==> config.mk <==
export PLATFORM = sky130hd
export DESIGN_NAME = alu_sequencer
export DESIGN_NICKNAME = d
export VERILOG_FILES = /design/src/rtl/alu_sequencer.sv
export SDC_FILE = /design/constraint.sdc
export NUM_CORES = 1
export LEC_CHECK = 0
export BUFFER_PORTS_ARGS = -buffer_cell sky130_fd_sc_hd__clkbuf_2
export CAP_MARGIN = 20
export CORE_UTILIZATION = 40
export CTS_CLUSTER_DIAMETER = 40
export DETAILED_ROUTE_END_ITERATION = 8
export HOLD_SLACK_MARGIN = 0.05
export PLACE_DENSITY = 0.66
export SLEW_MARGIN = 20
export SYNTH_ARGS = -nofsm -noshare
export SYNTH_HDL_FRONTEND = slang
export SYNTH_SLANG_ARGS = --single-unit
==> constraint.sdc <==
create_clock -name clk -period 4.1 [get_ports clk]
set_input_delay 0.41 -clock clk [delete_from_list [all_inputs] [get_ports clk]]
set_output_delay 0.41 -clock clk [all_outputs]
set_load 0.02 [all_outputs]
==> src/rtl/alu_sequencer.sv <==
// alu_sequencer: clocked add/sub (single cycle) and iterative shift-add mul / restoring div unit
module alu_sequencer #(
  parameter int WIDTH = 32,
  parameter int CNT_W = 6
) (
  input  logic             clk,
  input  logic             reset,
  input  logic             start,
  input  logic [WIDTH-1:0] A,
  input  logic [WIDTH-1:0] B,
  input  logic             Add,
  input  logic             Sub,
  input  logic             Mul,
  input  logic             Div,
  output logic [WIDTH-1:0] Answer,
  output logic [WIDTH-1:0] Hi,
  output logic             busy,
  output logic             done,
  output logic             div_zero
);
  typedef enum logic [2:0] {IDLE, ALU1, MUL, DIV, DONE} state_t;
  state_t state, state_n;
  logic [CNT_W-1:0] cnt;
  logic [WIDTH-1:0] acc_hi, acc_lo, op_b;
  logic is_sub, accept, op_mul, op_div, last;
  logic [WIDTH:0] add_r, sub_r, mul_sum, div_sh, div_diff;
  always_comb begin
    accept = state == IDLE && start && (Add || Sub || Mul || Div);
    op_mul = !Add && !Sub && Mul;
    op_div = !Add && !Sub && !Mul && Div;
    last = cnt == CNT_W'(WIDTH);
    add_r = {1'b0, acc_lo} + {1'b0, op_b};
    sub_r = {1'b0, acc_lo} - {1'b0, op_b};
    mul_sum = {1'b0, acc_hi} + (acc_lo[0] ? {1'b0, op_b} : '0);
    div_sh = {acc_hi, acc_lo[WIDTH-1]};
    div_diff = div_sh - {1'b0, op_b};
    state_n = state;
    case (state)
      IDLE: state_n = !accept ? IDLE : op_mul ? MUL : !op_div ? ALU1 : B == '0 ? DONE : DIV;
      ALU1: state_n = DONE;
      MUL, DIV: state_n = last ? DONE : state;
      default: state_n = IDLE;
    endcase
  end
  assign busy = state != IDLE;
  assign done = state == DONE;
  // acc_hi:acc_lo hold partial product (mul) or remainder:quotient (div); op_b is multiplicand/divisor
  always_ff @(posedge clk) begin
    if (reset) begin
      state <= IDLE;
      cnt <= '0;
      acc_hi <= '0;
      acc_lo <= '0;
      op_b <= '0;
      is_sub <= 1'b0;
      Answer <= '0;
      Hi <= '0;
      div_zero <= 1'b0;
    end else begin
      state <= state_n;
      case (state)
        IDLE: if (accept) begin
          cnt <= '0;
          acc_hi <= '0;
          is_sub <= !Add;
          acc_lo <= op_mul ? B : A;
          op_b <= op_mul ? A : B;
          div_zero <= op_div && B == '0;
          if (op_div && B == '0) begin
            Answer <= '1;
            Hi <= A;
          end
        end
        ALU1: begin
          Answer <= is_sub ? sub_r[WIDTH-1:0] : add_r[WIDTH-1:0];
          Hi <= WIDTH'(is_sub ? sub_r[WIDTH] : add_r[WIDTH]);
        end
        MUL: if (last) {Hi, Answer} <= {acc_hi, acc_lo};
        else begin
          {acc_hi, acc_lo} <= {mul_sum, acc_lo[WIDTH-1:1]};
          cnt <= cnt + CNT_W'(1);
        end
        DIV: if (last) {Hi, Answer} <= {acc_hi, acc_lo};
        else begin
          acc_hi <= div_diff[WIDTH] ? div_sh[WIDTH-1:0] : div_diff[WIDTH-1:0];
          acc_lo <= {acc_lo[WIDTH-2:0], !div_diff[WIDTH]};
          cnt <= cnt + CNT_W'(1);
        end
        default: ;
      endcase
    end
  end
endmodule

; ---- Word level (Yosys, flattened, before mapping)
; Cells that the tools add are included.
[classes]
n_addsub = 5
mux = 31
n_eq_ne = 11
n_reduce_logical = 25
[op_table]
columns = cell, n
row1 = $mux 32, 17
row2 = $pmux 32 s3, 4
row3 = $add 32x32->33, 2
row4 = $sub 32x32->33, 1
row5 = $sub 33x32->33, 1
row6 = $logic_not 32->1, 1
row7 = $mux 3, 5
row8 = $mux 6, 2
row9 = $pmux 6 s2, 1
row10 = $pmux 3 s3, 1
row11 = $reduce_bool 3->1, 3
row12 = $ne 2x2->1 const B, 4
row13 = $reduce_and 4->1, 2
row14 = $logic_and 1x1->1, 7
row15 = $add 6x1->6 const B, 1
row16 = $eq 3x2->1 const B, 2
row17 = $eq 6x6->1 const B, 1
row18 = $logic_not 1->1, 4
row19 = $ne 2x1->1 const B, 2
row20 = $eq 3x1->1 const B, 1
row21 = $eq 3x3->1 const B, 1
row22 = $logic_not 3->1, 1
row23 = $logic_or 1x1->1, 3
row24 = $reduce_and 3->1, 1
row25 = 4 further kinds, 4
[totals]
out_inout_bits = 67
wordCells = 81
in_bits = 71
reg_bits = 171

; ---- Depth between registers and ports, before layout
; Gate-level depths: netlist (run 1).
[logic_depth]
word_depth = 8
ltp_mapped = 15
depth_no_buf = 14

; ---- Worst setup path before layout (run 1)
; No wires, ideal clock.
[synth_timing]
path_type = reg2reg
from = register acc_lo[0]
to = register acc_hi[21]
path_stages_with_launch = 15
path_slack_ps = 870
t_required_ps = 3968
setup_ps = 132
n_path_buf = 2
arrival_ps = 3098
path_cell_list = dfxtp_1 > inv_1 > buf_1 > nor2_1 > ha_1 > buf_2 > a2111o_1 > o21ai_2 > o31ai_1 > o31a_1 > a221o_1 > a21o_1 > xor2_1 > a221oi_2 > nor3_1
[synth_via]
elab_chain_cells = 4
[synth_rtl]
columns = item, line
row1 = from (decl), 24  ; logic [WIDTH-1:0] acc_hi, acc_lo, op_b;
row2 = from (signal assigned), 66  ; acc_lo <= op_mul ? B : A;
row3 = from (signal assigned), 80  ; {acc_hi, acc_lo} <= {mul_sum, acc_lo[WIDTH-1:1]};
row4 = from (signal assigned), 86  ; acc_lo <= {acc_lo[WIDTH-2:0], !div_diff[WIDTH]};
row5 = $mux 32, 34  ; mul_sum = {1'b0, acc_hi} + (acc_lo[0] ? {1'b0, op_b} : '0);
row6 = $add 32x32->33, 34
row7 = $mux 32, 78  ; MUL: if (last) {Hi, Answer} <= {acc_hi, acc_lo};
row8 = $pmux 32 s3, 61  ; case (state)
row9 = to (signal assigned), 80
row10 = to (signal assigned), 85  ; acc_hi <= div_diff[WIDTH] ? div_sh[WIDTH-1:0] : div_diff[WIDTH-1:0];
row11 = to (decl), 24
; Every way passes these cells. The select of a mux whose other input is x is not followed.
; A chain may end at the register's enable or synchronous reset.

; ---- Worst setup path in the final report (run 1)
[layout_timing]
from = register acc_lo[31]
to = register acc_hi[7]
[layout_via]
elab_chain_cells = 4
[layout_rtl]
columns = item, line
row1 = $sub 33x32->33, 36  ; div_diff = div_sh - {1'b0, op_b};
row2 = $mux 32, 85
row3 = $mux 32, 83  ; DIV: if (last) {Hi, Answer} <= {acc_hi, acc_lo};
row4 = $pmux 32 s3, 61
; Every way passes these cells. The select of a mux whose other input is x is not followed.

==> flow_summary.toml, run 1 <==
[detailed_routing]
drt_iter0_drc = 1705
drt-pass1-iter-count = 5
ant_nets = 0
totalWireLength_mm = 57.2
vias = 16400
wire_per_inst_um = 21.4
drc_errors = 0
vias_per_cell = 6.14

[critical_path]
path_max_fanout = 7
critical_path_class = "reg -> reg"
crit_arrival_ns = 4.04
end_kind = "flop"
ff2ff_path_depth = 14
start_kind = "flop"
worstPathRequired_ns = 4.43

[power]
power.density_nw_per_um2 = 415
ir_worst_vdd_v = 0.000377
p_leak_nw = 7.26
power.total_mw = 7.09

[global_route]
grt_pass1_wl_mm = 89.1
antenna_found_initial = 0
grt.overflow.total = 0
grt_max_degree = 99
grt_use_total_pct = 29.4
grt_pass1_vias = 15500

[clocking]
cts_tree = "done"
cts_setup_buffers = 0
cts-htree-levels = 4
cts_resized = 0
root_buffer = "clkbuf_16"
clockBufferDepth = 2
cts_buffers = 17
cts_num_sinks = 171
clk_pin_slew_ns = 0.07
clk_latency_ns = 0.47
ctsHoldBuffers = 0

[synthesis]
yosysTopAreaCell = "dfxtp_1"
avgSynthCellArea_um2 = 7.29
synth-main-ff-cell = "dfxtp_1"
post_synth_num_cell_types = 79
synthesis.area_um2 = 15300
async_flop_share_pct = 0
ys_warn_count = 0
synth_top_area_share_pct = 22.4
synth_nets = 2301
synth_seq_cells = 171
seq_area_frac_synth_pct = 22.4
synthCells = 2096
synth_edf_count = 0
yosys-top-cells-area = "dfxtp_1, ha_1, nor2_1, a21oi_1, nand2_1"

[finish]
fin_util_pct = 45.3
regArea_um2 = 3420
final_cell_mix = "nor2_1, nand2_1, a21oi_1"
layout.nets = 2351
drive_gt1_share_pct = 12.6
fillers = 3911
stdcell_area_um2 = 17100
area_growth_pct = 11.7
final_common_cell = "nor2_1"
n_antenna_cell = 0
final_cells = 2670
multi_input_area_um2 = 11000

[flow_run]
drv_cap = 0

[place]
dp_cells = 2638
place_area_um2 = 16500
place_ws_ns = 0.456
globalplace.congestion = 0.976
io_buffers = 137
dp_hpwl_mm = 42.5

[floorplan]
initial_core_util_pct = 40.6
rows = 71
die_w_um = 197
die_h_um = 197
core_um2 = 37700
io_pins = 138
die_area_um2 = 39000

[timing]
slew_headroom_pct = 41.5
layout_min_cycle_time_ns = 3.71
fin_ws_ns = 0.394
fmax_ghz = 0.270
setup_violations = 0
maxSlewViolCount = 0
fin_tns_setup_ns = 0
rsz0062_at_grt = "no"
fin_crit_sh_pct = 90.4
hold_slack_ns = 0.215
final-hold-violation-count = 0
fin_skew_ns = 0.0160
tightest_slew_ns = 0.877

[status]
outcome = "completed"

[hold_path]
min_path_type = "in -> reg"
hold_path_depth = 3
flip-flops by register name (all words and copies together), names as in the netlist:
| register | count |
|---|---|
| Answer | 32 |
| div_zero | 1 |
| cnt | 6 |
| state | 3 |
| acc_hi | 32 |
| acc_lo | 32 |
| op_b | 32 |
| is_sub | 1 |
| Hi | 32 |
area by class of cell:
type	count	share of cell area [%]
clock inverter	13	0.835
timing repair buffer	180	6.46
clock buffer	19	2.54
tap	511	3.74
inverter	85	1.87
sequential	171	20.1
multi-input combinational	1691	64.5
where the power goes:
part / total, mW / switching [mW] / internal, mW / leakage [nW]
Combinational: 3.35 / 2.06 / 1.28 / 5.58
Clock: 1.68 / 0.784 / 0.901 / 0.266
Sequential: 2.06 / 0.213 / 1.84 / 1.41
Total: 7.09 / 3.06 / 4.03 / 7.26
kinds of logic (layout without fill, tap and decap cells):
kind of cell | count (synthesis) | after routing | share of synthesized area (%)
buf+inv | 234 | 297 | 5.93
mux | 34 | 34 | 2.75
flops | 171 | 171 | 22.4
xor+xnor | 78 | 78 | 4.52
simple gates | 767 | 767 | 22.2
compound gates | 678 | 678 | 31.0
fa+ha+maj | 134 | 134 | 11.2
metal layers:
layer	track usage [%]	part of all wire (%)
met3	3.86	7.5
met5	0	0
met1	41.0	45
met2	44.9	44
met4	13.3	3.8
critical path, cell delays in order, from the launching register on:
cell and delay, ns:
dfxtp_1 0.46, inv_1 0.11, ha_1 0.24, fa_1 0.40, nand2b_1 0.19, a21oi_1 0.28
o211ai_2 0.15, a21oi_1 0.23, nor4_2 0.07, nor2_1 0.27, xor2_4 0.22, buf_4 0.23
mux2_2 0.35, a221oi_1 0.28, a211oi_1 0.08
cell usage after synthesis, drive strengths merged (27+ instances only):
cell,n
nor3,75
a22oi,35
a221oi,40
a311oi,73
clkbuf,127
nand2,223
xor2,27
inv,83
nor2,297
a211oi,84
dfxtp,171
a21oi,181
ha,130
xnor2,51
nand3,27
o21ai,84
a21o,37
and2,38
path summary, 6_finish.rpt:
path	from	endpoint	slack, ns
worst min register to register	Answer[15]	Answer[15]	0.49
worst min-delay path	B[6]	op_b[6]	0.22
worst max-delay path	acc_lo[31]	acc_hi[7]	0.39
worst max register to register	acc_lo[31]	acc_hi[7]	0.39
No activity file was read; power rests on OpenSTA's default activity.
==> inputs of run 2 (changes only) <==
CORE_ASPECT_RATIO = 0.7   (was unset)
CTS_BUF_LIST = sky130_fd_sc_hd__clkbuf_8   (was unset)
==> run 2 against run 1 <==
  * Die area barely moved
  * First-iteration DRC count rose by 7.1%
  * Final cell count fell by 1.0%
  * Design area fell by 1.5%
  * Utilization fell by 0.31 points
  * Largest cell class unchanged
  * Non-clock buffer count fell by 5
==> flow_summary.toml, run 2 (synthesis results as in run 1) <==
[power]
p_sw_mw = 3.02
p_leak_nw = 7.16
clkPwrFrac_pct = 20.1
swShare_pct = 45.1
p_int_mw = 3.69
pwr-share-seq_pct = 30.7
power_frac_comb_pct = 49.2
ir_worst_vdd_v = 0.000232
power.density_nw_per_um2 = 399

[floorplan]
die_h_um = 166
io_pins = 138
core_um2 = 37400
initial_core_util_pct = 40.9
die_area_um2 = 39000
die_w_um = 236
rows = 59

[detailed_routing]
drt_iter0_drc = 1826
vias = 16500
totalWireLength_mm = 57.4
ant_nets = 0
wire_per_inst_um = 21.7
drt-pass1-iter-count = 5
drc_errors = 0
vias_per_cell = 6.24

[finish]
regArea_um2 = 3420
layout.nets = 2346
fillers = 3845
final_cell_mix = "nor2_1, nand2_1, a21oi_1"
multi_input_area_um2 = 11000
drive_gt1_share_pct = 12.6
n_antenna_cell = 0
area_growth_pct = 10.1
fin_util_pct = 45.0
final_common_cell = "nor2_1"

[place]
place_ws_ns = 0.287
globalplace.congestion = 0.953
dp_hpwl_mm = 42.4
io_buffers = 137

[critical_path]
start_kind = "flop"
worstPathRequired_ns = 4.52
end_kind = "flop"
critical_path_class = "reg -> reg"
crit_start = "acc_lo[0]"
ff2ff_path_depth = 13
reg2reg_to = "Answer[26]"
r2r_start = "acc_lo[0]"
reg2reg_slack_ns = 0.23
path_max_fanout = 8
endpoint = "Answer[26]"
crit_arrival_ns = 4.28

[status]
outcome = "completed"

[timing]
slew_headroom_pct = 37.0
fin_ws_ns = 0.235
fin_tns_setup_ns = 0
tightest_slew_ns = 0.945
hold_slack_ns = 0.161
maxSlewViolCount = 0
layout_min_cycle_time_ns = 3.87
rsz0062_at_grt = "no"
fmax_ghz = 0.259
fin_skew_ns = 0.0180
setup_violations = 0
fin_crit_sh_pct = 94.3
final-hold-violation-count = 0

[clocking]
cts_num_sinks = 171
cts-htree-levels = 4
ctsHoldBuffers = 0
clk_pin_slew_ns = 0.10
clk_latency_ns = 0.51
cts_buffers = 17
clockBufferDepth = 2
cts_tree = "done"
root_buffer = "clkbuf_8"

[hold_path]
min_path_type = "in -> reg"

[global_route]
grt_pass1_wl_mm = 87.8
grt_max_degree = 95
grt.overflow.total = 0
grt_use_total_pct = 28.9
antenna_found_initial = 0
grt_pass1_vias = 15000

[flow_run]
drv_cap = 0
[run 2: cell count changes in the layout (fill, tap and decap cells not counted), sizes merged]
cell	previous run	this run
clkinvlp	5	2
buf	44	39
inv	86	89
[run 2: repair_timing]
item	4_1_cts	5_1_grt
setup buffers	0	3
endpoints found under the setup margin	0	3
endpoints found under the hold margin	0	0
resized for setup	0	2
[run 2: metrics by stage]
stage	power, mW	std cells	instance area, µm²
5_1_grt	7.10	2642	16800
3_3_place_gp	5.28	2607	16400
4_1_cts	6.65	2639	16800
3_5_place_dp	5.30	2607	16400
6_report	6.71	2642	16800
2_1_floorplan	4.40	2096	15300
[run 2: layout make-up]
type	instances	area share [%]
clock buffers	19	1.56
clock inverters	13	0.915
inverters	85	1.92
multi-input cells	1691	65.5
flip-flops and latches	171	20.4
well taps	488	3.63
repair buffers	175	6.11
[run 2: worst max-delay path, stage by stage, from the launching register on]
cell        delay, ns
dfxtp_1          0.45
clkinvlp_4       0.23
ha_1             0.28
fa_1             0.39
nand2b_1         0.18
a31oi_1          0.34
o21a_1           0.22
a221o_1          0.24
a31oi_1          0.22
a41oi_1          0.35
nand3_1          0.23
o31ai_1          0.37
xnor2_1          0.11
a21o_1           0.17
[run 2: power groups by stage]
| stage | clock network, mW | registers [mW] | logic (mW) |
|---|---|---|---|
| 6_report | 1.35 | 2.06 | 3.30 |
| 5_1_grt | 1.44 | 2.09 | 3.58 |
| 4_1_cts | 1.37 | 2.05 | 3.22 |
| 3_5_place_dp | 0 | 2.09 | 3.20 |
| 3_3_place_gp | 0 | 2.09 | 3.19 |
| 2_1_floorplan | 0 | 2.11 | 2.29 |
[run 2: per-layer routing]
layer	vias to the layer above	track usage, %	routed length, µm
met3	109	4.97	5070
li1	7737	-	-
met4	0	12.2	2170
met5	-	0	0
met2	807	43.8	24100
met1	7824	40.2	26100
[run 2: worst min-delay path by stage]
stage / startpoint / endpoint / slack, ns / cells after the start
5_1_grt: Add / is_sub / 0.16 / 2
2_1_floorplan: cnt[1] / cnt[1] / 0.46 / 2
3_3_place_gp: cnt[1] / cnt[1] / 0.48 / 2
6_report: Add / is_sub / 0.16 / 2
3_5_place_dp: Answer[11] / Answer[11] / 0.48 / 2
4_1_cts: B[25] / op_b[25] / 0.14 / 3
==> inputs of run 3 (changes only) <==
ABC_AREA = 1   (was unset)
BUFFER_PORTS_ARGS = unset   (was -buffer_cell sky130_fd_sc_hd__clkbuf_2)
CTS_CLUSTER_DIAMETER = 50   (was 40)
DONT_BUFFER_PORTS = 1   (was unset)
PLACE_DENSITY = 0.63   (was 0.66)
==> run 3 against run 2 <==
  * Combinational power is 4% higher
  * Global-route usage is 2.7 points higher
  * Clock skew is 0.014 ns higher
  * Sequential power is 4% higher
  * Synthesized cell count is 51% higher
  * Setup slack better by 0.71 ns
  * Clock-buffer cell count is 1 lower
  * Wire length is 25% higher
  * Non-clock buffer count is 85 lower
  * Clock power hardly changed
  * Register-to-register slack better by 0.71 ns
  * Sequential share of layout area is 2.6 points lower
==> flow_summary.toml, run 3 <==
[status]
outcome = "completed"

[timing]
final-hold-violation-count = 0
rsz0062_at_grt = "no"
hold_slack_ns = 0.0911
fin_skew_ns = 0.0323
tightest_slew_ns = 1.10
fin_tns_setup_ns = 0
maxSlewViolCount = 0
setup_violations = 0
layout_min_cycle_time_ns = 3.16
fmax_ghz = 0.317
fin_crit_sh_pct = 77.0
slew_headroom_pct = 26.2
fin_ws_ns = 0.942

[synthesis]
ys_warn_count = 0
async_flop_share_pct = 0
avgSynthCellArea_um2 = 5.61
synthCells = 3160
synth_most_common_cell = "nand2_1"
synth_top_area_share_pct = 19.3
seq_area_frac_synth_pct = 19.3
synth_nets = 3365
post_synth_num_cell_types = 49
synth_seq_cells = 171
synth-main-ff-cell = "dfxtp_1"
yosysTopAreaCell = "dfxtp_1"
synth_edf_count = 0
yosys-top-cells-area = "dfxtp_1, nand2_1, inv_1, ha_1, a21oi_1"
synth_commonest_cells = "nand2_1, inv_1, nor2_1, a21oi_1, o21ai_0"
synthesis.area_um2 = 17700

[critical_path]
worstPathRequired_ns = 4.57
cpPeakStageDelay_ns = 0.77
cp_slowest_cell = "clkinv_2"
critical_path_class = "reg -> reg"
critical-path-top-delay-family = "buffers and inverters"
start_kind = "flop"
path_cells = "nor2_1 > nand4_2 > clkinv_2 > o21ai_0 > a31oi_1 > dlygate4sd3_1"
path_max_fanout = 67
ff2ff_path_depth = 6
r2r_start = "state[1]"
cp_num_buf_inv = 2
reg2reg_to = "op_b[3]"
crit_arrival_ns = 3.63
reg2reg_slack_ns = 0.94
end_kind = "flop"

[detailed_routing]
drt_iter0_drc = 2782
totalWireLength_mm = 71.6
drt-met1-wl_mm = 33.2
wl_met3_mm = 8.22
vias = 20600
routed.top_layer = "met4"
drt-pass1-iter-count = 5
wl_met2_mm = 28.2
drc_errors = 0
vias_per_cell = 5.48
ant_nets = 0
wire_per_inst_um = 19.1

[floorplan]
die_area_um2 = 45200
core_um2 = 43700
rows = 64
die_w_um = 254
io_pins = 138
initial_core_util_pct = 40.5
die_h_um = 178

[global_route]
grt_max_degree = 82
grt_use_total_pct = 31.6
grt_pass1_wl_mm = 108
grt_pass1_vias = 18000
antenna_found_initial = 0
grt.overflow.total = 0

[finish]
final_cells = 3756
fin_util_pct = 44.0
final_cell_mix = "nand2_1, inv_1, a21oi_1"
layout.nets = 3354
final_common_cell = "nand2_1"
stdcell_area_um2 = 19300
area_growth_pct = 8.66
n_antenna_cell = 0
drive_gt1_share_pct = 3.10

[clocking]
cts_tree = "done"
clk_pin_slew_ns = 0.12
root_buffer = "clkbuf_8"
clockBufferDepth = 2
cts_buffers = 17
cts_setup_buffers = 0
clk_latency_ns = 0.58
cts_num_sinks = 171
cts-htree-levels = 4

[flow_run]
drv_cap = 0

[place]
dp_hpwl_mm = 55.8
place_ws_ns = 1.23
globalplace.congestion = 1.00
dp_cells = 3658
io_buffers = 0
place_area_um2 = 18200

[hold_path]
hold_end = "acc_lo[18]"
hold_path_depth = 2
min-delay-start = "B[18]"
min_path_type = "in -> reg"

[power]
ir_worst_vdd_v = 0.000270
p_leak_nw = 9.84
power.total_mw = 6.96
power.density_nw_per_um2 = 361
## run 3: cell types whose count changed in the layout (fill, tap and decap cells not counted), moves of 37 or more
cell | previous run | this run
a21oi_1 | 179 | 273
dlygate4sd3_1 | 0 | 66
inv_1 | 82 | 552
o21ai_0 | 79 | 249
nor3_1 | 74 | 28
a311oi_1 | 73 | 1
clkbuf_2 | 136 | 0
a211oi_1 | 80 | 4
xnor2_1 | 51 | 14
nand2_1 | 222 | 906
a31oi_1 | 22 | 66
nand3_1 | 27 | 187
## run 3: cell type report
| class | count | area [µm²] |
|---|---|---|
| Fill cell | 4908 | 24500 |
| Sequential cell | 171 | 3420 |
| Tap cell | 594 | 743 |
| Clock inverter | 14 | 175 |
| Clock buffer | 18 | 248 |
| Inverter | 559 | 2100 |
| Multi-Input combinational cell | 2310 | 11700 |
| Timing Repair Buffer | 90 | 853 |
## run 3: timing repair
item,in CTS,in global routing
hold buffers,66,0
setup endpoints to repair,0,0
hold endpoints to repair,42,0
resized for setup,0,0
## run 3: logic make-up after synthesis
logic type / count (synthesis) / synth area share (%)
buffers and inverters: 679 / 14.9
XOR/XNOR: 19 / 0.939
flip-flops: 171 / 19.3
AO/OA/AOI/OAI: 699 / 21.6
AND/OR/NAND/NOR: 1457 / 33.6
multiplexers: 1 / 0.0565
adder cells (fa/ha/maj): 134 / 9.63
## run 3: how the worst max path moves through the flow
stage / start / endpoint / slack (ns) / depth (start not counted)
detailed placement: acc_lo[0] / acc_hi[29] / 1.23 / 17
finish: state[1] / op_b[3] / 0.94 / 6
CTS: state[1] / op_b[3] / 1.06 / 6
global route: state[1] / op_b[31] / 0.76 / 6
floorplan: op_b[0] / acc_hi[29] / 1.74 / 18
global placement: acc_lo[0] / acc_hi[29] / 1.28 / 17
## run 3: layer usage
metal | global-route usage [%] | vias up
met4 | 9.44 | 0
li1 | - | 10100
met1 | 46.9 | 9291
met5 | 0 | -
met2 | 44.8 | 1076
met3 | 6.64 | 107
## run 3: worst register-to-register path: cells and delay by family (launching register included)
kind / cells / cell delay, ns
AOI/OAI and AO/OA: 2 / 0.65
DFF: 1 / 0.56
buffers and inverters: 2 / 1.38
and+or+nand+nor: 2 / 0.47
## run 3: report_power, final
| group | leakage, nW | total [mW] | internal, mW | switching [mW] |
|---|---|---|---|---|
| logic | 8.22 | 3.44 | 1.05 | 2.38 |
| registers | 1.41 | 2.14 | 1.83 | 0.309 |
| clock network | 0.210 | 1.38 | 0.532 | 0.846 |
